## src/rtl/bcd_display_scan_if.sv

```systemverilog
`default_nettype none
// ============================================================================
//  Module      : bcd_display_scan_if
//  Description : Bus bundle between a BCD source and the scanned
//                seven-segment display driver.
//  Revision    : 1.0 - initial release
// ============================================================================
interface bcd_display_scan_if #(
  parameter int DIGITS = 6
);
  logic [DIGITS*4-1:0] bcd;
  logic                blank_lz;
  logic [6:0]          seg;
  logic [DIGITS-1:0]   an;
  logic                frame;

  // Source side: supplies the value, observes the display drive.
  modport master (
    output bcd, blank_lz,
    input  seg, an, frame
  );

  // Display driver side.
  modport slave (
    input  bcd, blank_lz,
    output seg, an, frame
  );
endinterface
`default_nettype wire

```

## src/rtl/bcd_display_scan.sv

```systemverilog
`default_nettype none
// ============================================================================
//  Module      : bcd_display_scan
//  Description : Time-multiplexed seven-segment driver. Scans a packed BCD
//                vector one digit per slot with a dark gap at the start of
//                each slot, optional leading-zero blanking, and a once-per-
//                frame snapshot so a changing count never shows torn.
//  Revision    : 1.0 - initial release
// ============================================================================
module bcd_display_scan #(
  parameter int DIGITS = 6,
  parameter int DIV    = 1000,
  parameter int GAP    = 2
) (
  input  logic               clk,
  input  logic               rst_n,
  bcd_display_scan_if.slave  bus
);

  localparam int PCW  = (DIV > 1)    ? $clog2(DIV)    : 1;
  localparam int IDXW = (DIGITS > 1) ? $clog2(DIGITS) : 1;

  localparam logic [PCW-1:0]    PC_LAST  = PCW'(DIV - 1);
  localparam logic [IDXW-1:0]   IDX_LAST = IDXW'(DIGITS - 1);
  localparam logic [DIGITS-1:0] AN_ONE   = DIGITS'(1);

  // Scan state and snapshot
  logic [PCW-1:0]      pc;
  logic [IDXW-1:0]     idx;
  logic [DIGITS*4-1:0] snap;
  logic                lz;

  // Registered outputs
  logic [6:0]          seg_reg;
  logic [DIGITS-1:0]   an_reg;
  logic                frame_reg;

  // Decode helpers
  logic                pc_wrap;
  logic                frame_end;
  logic                in_gap;
  logic [DIGITS-1:0]   dig_zero;
  logic [DIGITS-1:0]   blank;
  logic [DIGITS*4-1:0] snap_shift;
  logic [DIGITS-1:0]   blank_shift;
  logic [3:0]          cur_nib;
  logic                cur_blank;
  logic [6:0]          enc;
  logic [6:0]          seg_next;
  logic [DIGITS-1:0]   an_next;

  assign pc_wrap   = (pc == PC_LAST);
  assign frame_end = pc_wrap && (idx == IDX_LAST);

  // A zero-width gap means the slot is lit from its first cycle.
  if (GAP == 0) begin : g_no_gap
    assign in_gap = 1'b0;
  end else begin : g_gap
    localparam logic [PCW-1:0] GAP_V = PCW'(GAP);
    assign in_gap = (pc < GAP_V);
  end

  // Per-digit zero flags of the snapshot.
  for (genvar i = 0; i < DIGITS; i++) begin : g_zero
    assign dig_zero[i] = (snap[4*i +: 4] == 4'd0);
  end

  // Digit i is blanked when it and every more significant digit are zero;
  // digit 0 always shows so a zero value reads "0".
  for (genvar i = 0; i < DIGITS; i++) begin : g_blank
    if (i == 0) begin : g_lsd
      assign blank[i] = 1'b0;
    end else begin : g_upper
      assign blank[i] = lz && (&dig_zero[DIGITS-1:i]);
    end
  end

  assign snap_shift  = snap >> {idx, 2'b00};
  assign cur_nib     = snap_shift[3:0];
  assign blank_shift = blank >> idx;
  assign cur_blank   = blank_shift[0];

  // Segment encoding, gfedcba active-high; non-decimal nibbles show a dash.
  always_comb begin
    enc = 7'h40;
    case (cur_nib)
      4'd0:    enc = 7'h3F;
      4'd1:    enc = 7'h06;
      4'd2:    enc = 7'h5B;
      4'd3:    enc = 7'h4F;
      4'd4:    enc = 7'h66;
      4'd5:    enc = 7'h6D;
      4'd6:    enc = 7'h7D;
      4'd7:    enc = 7'h07;
      4'd8:    enc = 7'h7F;
      4'd9:    enc = 7'h6F;
      default: enc = 7'h40;
    endcase
  end

  // Next output drive: dark during the gap or for a blanked digit.
  always_comb begin
    seg_next = 7'h00;
    an_next  = '0;
    if (!in_gap && !cur_blank) begin
      seg_next = enc;
      an_next  = AN_ONE << idx;
    end
  end

  // Prescaler and digit index; the index steps on each prescaler wrap.
  always_ff @(posedge clk or negedge rst_n) begin
    if (!rst_n) begin
      pc  <= '0;
      idx <= '0;
    end else begin
      pc <= pc_wrap ? '0 : pc + PCW'(1);
      if (pc_wrap) begin
        idx <= (idx == IDX_LAST) ? '0 : idx + IDXW'(1);
      end
    end
  end

  // Frame snapshot of the value and blanking mode on the last scan cycle.
  always_ff @(posedge clk or negedge rst_n) begin
    if (!rst_n) begin
      snap <= '0;
      lz   <= 1'b0;
    end else if (frame_end) begin
      snap <= bus.bcd;
      lz   <= bus.blank_lz;
    end
  end

  // Registered display outputs, one cycle behind the scan state.
  always_ff @(posedge clk or negedge rst_n) begin
    if (!rst_n) begin
      seg_reg   <= 7'h00;
      an_reg    <= '0;
      frame_reg <= 1'b0;
    end else begin
      seg_reg   <= seg_next;
      an_reg    <= an_next;
      frame_reg <= frame_end;
    end
  end

  assign bus.seg   = seg_reg;
  assign bus.an    = an_reg;
  assign bus.frame = frame_reg;

endmodule
`default_nettype wire

```

## src/flat_wrapper.sv

```systemverilog
// flat-port wrapper written by rule: the top's interface ports become plain ports
module bcd_display_scan_flat 
#(
  parameter int DIGITS = 6,
  parameter int DIV    = 1000,
  parameter int GAP    = 2
)
  (clk, rst_n, bus_bcd, bus_blank_lz, bus_seg, bus_an, bus_frame);
  bcd_display_scan_if #(.DIGITS(DIGITS)) bus_i ();
  input  logic clk;
  input  logic rst_n;
  input wire logic [$bits(bus_i.bcd)-1:0] bus_bcd;
  input wire logic [$bits(bus_i.blank_lz)-1:0] bus_blank_lz;
  output wire logic [$bits(bus_i.seg)-1:0] bus_seg;
  output wire logic [$bits(bus_i.an)-1:0] bus_an;
  output wire logic [$bits(bus_i.frame)-1:0] bus_frame;
  assign bus_i.bcd = bus_bcd;
  assign bus_i.blank_lz = bus_blank_lz;
  assign bus_seg = bus_i.seg;
  assign bus_an = bus_i.an;
  assign bus_frame = bus_i.frame;
  bcd_display_scan #(.DIGITS(DIGITS), .DIV(DIV), .GAP(GAP)) u_core (.clk(clk), .rst_n(rst_n), .bus(bus_i));
endmodule
```

## config.mk

```make
export PLATFORM = sky130hd
export DESIGN_NAME = bcd_display_scan_flat
export DESIGN_NICKNAME = d
export VERILOG_FILES = /design/src/rtl/bcd_display_scan_if.sv /design/src/rtl/bcd_display_scan.sv /design/src/flat_wrapper.sv
export SDC_FILE = /design/constraint.sdc
export NUM_CORES = 1
export LEC_CHECK = 0
export CORE_MARGIN = 5
export CORE_UTILIZATION = 47
export DETAILED_ROUTE_END_ITERATION = 6
export MAX_ROUTING_LAYER = met4
export PLACE_DENSITY = 0.75
export REMOVE_ABC_BUFFERS = 1
export SKIP_CTS_REPAIR_TIMING = 1
export SLEW_MARGIN = 25
export SYNTH_ARGS = -nofsm -noshare
export SYNTH_HDL_FRONTEND = slang
export SYNTH_SLANG_ARGS = --single-unit
```

## constraint.sdc

```tcl
create_clock -name clk -period 2.3 [get_ports clk]
set_input_delay 0.46 -clock clk [delete_from_list [all_inputs] [get_ports clk]]
set_output_delay 0.46 -clock clk [all_outputs]
set_load 0.02 [all_outputs]
```

# Word-level counts from Yosys, hierarchy flattened

Memory sizes are Yosys's and may differ from the RTL's.
Index checks and enable logic that the tools add are counted.

Memories kept: 1
Register bits: 52
Output and inout bits: 14
Logic and storage cells: 38
Input bits: 27
Bits in read-only memories: 112

Memory list:

| memory           | words | width | rd ports | clocked after Yosys merged registers in | wr ports | line                   | source |
|---|---|---|---|---|---|---|---|
| (name not given) | 16    | 7     | 1        | 0                                       | 0        | bcd_display_scan.sv:86 | `case (cur_nib)` |

Shift operators: 3
Mux-type cells: 4
Add/sub/neg operators: 2
$lt $le $gt $ge: 1
Reduce and logical (&&, ||, !) cells: 18
Equality and inequality tests: 2

Operator list:

| cell                                                                  | number |
|---|---|
| 24-bit by 5-bit >> shifter with 4-bit output                          | 1 |
| 4-bit zero test                                                       | 5 |
| 10-bit by 1-bit adder with 10-bit output, second input constant       | 1 |
| 10-bit equality test, second input constant                           | 1 |
| 10-bit by 2-bit < comparator with 1-bit output, second input constant | 1 |
| 10-bit 2-to-1 mux                                                     | 1 |
| 1-bit logical AND                                                     | 7 |
| 7-bit 2-to-1 mux                                                      | 1 |
| 6-bit 2-to-1 mux                                                      | 1 |
| 1-bit by 3-bit left shift with 6-bit output, first input constant     | 1 |
| 6-bit by 3-bit >> shifter with 1-bit output                           | 1 |
| 5-bit AND reduction                                                   | 1 |
| 4-bit AND reduction                                                   | 1 |
| 3-bit by 1-bit adder with 3-bit output, second input constant         | 1 |
| 3-bit equality test, second input constant                            | 1 |
| 3-bit 2-to-1 mux                                                      | 1 |
| 3-bit AND reduction                                                   | 1 |
| 1-bit zero test                                                       | 2 |
| 2-bit AND reduction                                                   | 1 |

# Longest topological paths before layout

Depth in word-level cells: 7
Gate-level depth with buffers: 10
Depth with buffers taken out: 8

# Worst setup path after synthesis

OpenSTA, ideal clock, no wires.

Path kind: reg-to-reg
Start point: reg u_core.idx[0]
End point: reg u_core.seg_reg[6], in the netlist u_core.bus.seg[6]
Arrival: 2.167 ns
Required time: 2.223 ns
Path buffers: 2
Clock period less this slack: 2.244 ns
Setup slack: 0.056 ns
Stages on the path, launching flop included: 9
Setup time: 0.077 ns
Path through: dfrtp_1 > buf_4 > buf_2 > mux4_2 > a21oi_1 > inv_1 > ha_1 > mux2_2 > a21oi_1

Word-level cells in the longest chain between the ends: 4

Ends and longest elaborated chain:

| element                                                                   | line                    | source |
|---|---|---|
| from (decl)                                                               | bcd_display_scan.sv:29  | `logic [IDXW-1:0] idx;` |
| from (signal assigned)                                                    | bcd_display_scan.sv:119 | `idx <= (idx == IDX_LAST) ? '0 : idx + IDXW'(1);` |
| parallel branches: the longest is 3 deep, another holds memory 16 x 7 bit | -                       |  |
| 7-bit 2-to-1 mux *                                                        | bcd_display_scan.sv:105 | `if (!in_gap && !cur_blank) begin` |
| named net u_core.seg_next[6]                                              | bcd_display_scan.sv:49  | `logic [6:0] seg_next;` |
| to (signal assigned)                                                      | bcd_display_scan.sv:142 | `seg_reg <= seg_next;` |
| to (decl)                                                                 | bcd_display_scan.sv:34  | `logic [6:0] seg_reg;` |

Mark *: on every way through the listed nets, which the timed path passes.
A chain may end at the register's enable or synchronous reset.

# Worst setup path in the final report

Ends and elaborated chain as after synthesis.

==> results.toml <==
[global_routing]
grt_start_max_net_pins = 53
use_met2 = 0.231
grtUsageMet3 = 0.0471
grt_pass1_wl_um = 7620
grt_pass1_vias = 1633
top_usage_layer = "met2"
grt_usage = 0.155
gr-usage-met1 = 0.201
grt_overflow = 0
antenna_found_initial = 0

[layout]
drive_above_1_share = 0.126
nFillCells = 439
instances_no_fill = 317
largest_register_ffs = 24
nets = 279
area_growth_pct = 24.1
n_antenna_cell = 0

[sta]
setup_viol = 0
holdWs_ns = 0.132
relSlewSlack = 0.637
finalHoldViolCount = 0
drv_slew = 0
post-route-min-period_ns = 2.16
fin_ws_ns = 0.144
post-route-period-util = 0.938
worst_slew_pin_slew_ns = 0.545
finClkSkew_ns = 0.00718
fmax_ghz = 0.464

[detailed_routing]
vias = 1657
wl_per_cell_um = 14.1
drtIter0Drc = 100
routed_wl_um = 4480
viasPerCell = 5.23
drt_first_pass_iters = 4
drc_errors = 0
antenna_left = 0

[place]
hpwlAfterDp_um = 3240
gp_congestion = 0.865
dp_slack_ns = 0.115
io_buffers = 40
dpl.cell_count = 309

[setup_path]
cpLargestDelayFamily = "multiplexers"
required_ns = 2.53
cp_data_arrival_time_ns = 2.39
slowest_delay_ns = 0.51
rrSetupSlack_ns = 0.14
end_kind = "flip-flop"
crit_top_cell = "buf_4"
criticalPathCategory = "flip-flop to flip-flop"
path_max_fanout = 10
critPathSlowestCell = "dfrtp_1"
cp_num_buf_inv = 2
reg2reg_depth = 7
r2r-end = "u_core.bus.seg[6]$_DFF_PN0_"
cp_cell_sequence = "buf_4, buf_4, mux2i_1, o22a_1, and2_1, mux2_2, a21oi_1"
timing.rr.start = "u_core.idx[0]$_DFFE_PN0N_"
worstSetupStartpointType = "flip-flop"

[logic_synthesis]
syn_inst = 201
synthFlopType = "dfrtp_1"
synth.distinct_cells = 39
yosysSeqAreaShare = 0.535
netlist.area_leader.share = 0.535
ys_warn_count = 0
async_flop_share = 1.00
syn_area_sq_um = 2430
synth.largest_area_cell = "dfrtp_1"
synth_top_cells_by_area = "dfrtp_1 (53%), mux2_1 (9.3%), mux2_2 (4.6%)"
synth_seq_cells = 52
synth-edff-count = 0
syn_area_per_cell_sq_um = 12.1

[pwr]
seq_power_share = 0.608
p_sw_frac = 0.205
internal_power_uw = 1190
p_per_area_nw_per_um2 = 498
p_clk_frac = 0.350
peakVddDrop_uv = 432
power_frac_comb = 0.042
p_sw_uw = 307
power.leakage_uw = 0.00135

[floorplanning]
start_util = 0.479
rows = 26
dieArea_sq_um = 6710
placeableCoreArea_sq_um = 5070
die_w_um = 81.9
io_pins = 41
fp.dieH_um = 81.9

[clocking]
cts_buffers = 5
ctsRootBufferMaster = "clkbuf_8"
cts_buffer_depth = 2
htree_levels = 2
clk_latency_ns = 0.30
clk_pin_slew_ns = 0.09
cts_tree = "done"
cts_sinks = 52

[min_path]
hold_class = "primary input to async pin"

[run]
maxCapViolCount = 0

[status]
outcome = "finished, final reports clean"
## cells in the final DEF, fill, tap and decap left out, types with 3 or more instances in the layout
cell type / Yosys / final
dfrtp_1: 52 / 52
clkdlybuf4s50_1: 0 / 39
mux2_1: 20 / 20
nor2_1: 17 / 17
nand2_1: 12 / 12
mux2_2: 10 / 10
mux2i_1: 7 / 7
a21oi_1: 9 / 7
nor4_1: 6 / 6
ha_1: 6 / 6
clkbuf_8: 0 / 6
nand3_1: 5 / 5
xor2_1: 5 / 5
inv_1: 4 / 4
o21ai_0: 4 / 4
nor3_1: 4 / 4
buf_4: 3 / 4
nand2b_1: 3 / 3
xnor2_1: 3 / 3
## layer usage
layer	vias to the layer above	wire (um)
li1	807	-
met1	791	2070
met2	50	2080
met3	9	264
met4	0	70
met5	-	0
## layout make-up
type | instances | area (sq um) | area share
clock inverters | 2 | 10.0 | 0.00332
inverters | 4 | 15.0 | 0.00498
flip-flops and latches | 52 | 1300 | 0.431
clock buffers | 6 | 82.6 | 0.0274
repair buffers | 46 | 465 | 0.154
multi-input cells | 137 | 1060 | 0.350
well taps | 70 | 87.6 | 0.0290
## stage by stage
stage | util | total power [uW] | TNS (ns) | area, sq um
after global placement | 0.575 | 997 | 0 | 2920
after CTS | 0.593 | 1530 | 0 | 3010
after global routing | 0.595 | 1580 | -0.00322 | 3020
after floorplan | - | 932 | -3.46 | 2360
after detailed placement | 0.575 | 997 | 0 | 2920
final | 0.595 | 1500 | 0 | 3020
## worst reg2reg max path, delay by kind of cell (launching register included)
kind                   cells  cell delay (ns)
AO/OA/AOI/OAI              2             0.37
AND/OR/NAND/NOR            1             0.25
multiplexers               2             0.56
flip-flops                 1             0.51
buffers and inverters      2             0.41
## synth_stat cells (2+ instances only)
library cell,number
nor4_1,6
nand2b_1,3
xnor2_1,3
buf_8,2
o22a_1,2
buf_2,3
inv_1,4
nor3_1,4
nand4b_1,2
nand2_1,12
and3_1,2
a31oi_1,2
mux2_2,10
dfrtp_1,52
mux2i_1,7
nor2_1,17
mux2_1,20
o21ai_0,4
xor2_1,5
buf_4,3
ha_1,6
nand3b_1,2
a21oi_1,9
and2_1,2
nand3_1,5
## power by group through the flow
stage          logic, uW  registers (uW)  clock network (uW)
3_5_place_dp        65.5             932                   0
3_3_place_gp        65.2             932                   0
4_1_cts             65.6             913                 555
6_report            63.3             913                 525
5_1_grt             70.3             914                 592
2_1_floorplan      0.393             932                   0
## worst max path at each step
stage | cells past startpoint | end | slack [ns] | from
final | 7 | u_core.bus.seg[6]$_DFF_PN0_ | 0.14 | u_core.idx[0]$_DFFE_PN0N_
after global routing | 7 | u_core.bus.seg[6]$_DFF_PN0_ | -0.003 | u_core.idx[0]$_DFFE_PN0N_
after CTS | 8 | u_core.bus.seg[6]$_DFF_PN0_ | 0.10 | u_core.idx[0]$_DFFE_PN0N_
after detailed placement | 8 | u_core.bus.seg[6]$_DFF_PN0_ | 0.11 | u_core.idx[0]$_DFFE_PN0N_
after global placement | 5 | u_core.bus.an[0]$_DFF_PN0_ | 0.25 | u_core.snap[4]$_DFFE_PN0P_
after floorplan | 6 | u_core.snap[0]$_DFFE_PN0P_ | -0.16 | u_core.pc[0]$_DFF_PN0_
## logic make-up after synthesis
family                     Yosys count  share of synthesized area
AOI/OAI and AO/OA                   23                     0.0592
xor gates and xnor gates             8                     0.0288
adders and majority gates            6                     0.0309
buffers and inverters               12                     0.0339
DFF                                 52                      0.535
muxes                               38                      0.177
and+or+nand+nor                     62                      0.135
No activity file was read; power rests on OpenSTA's default activity.
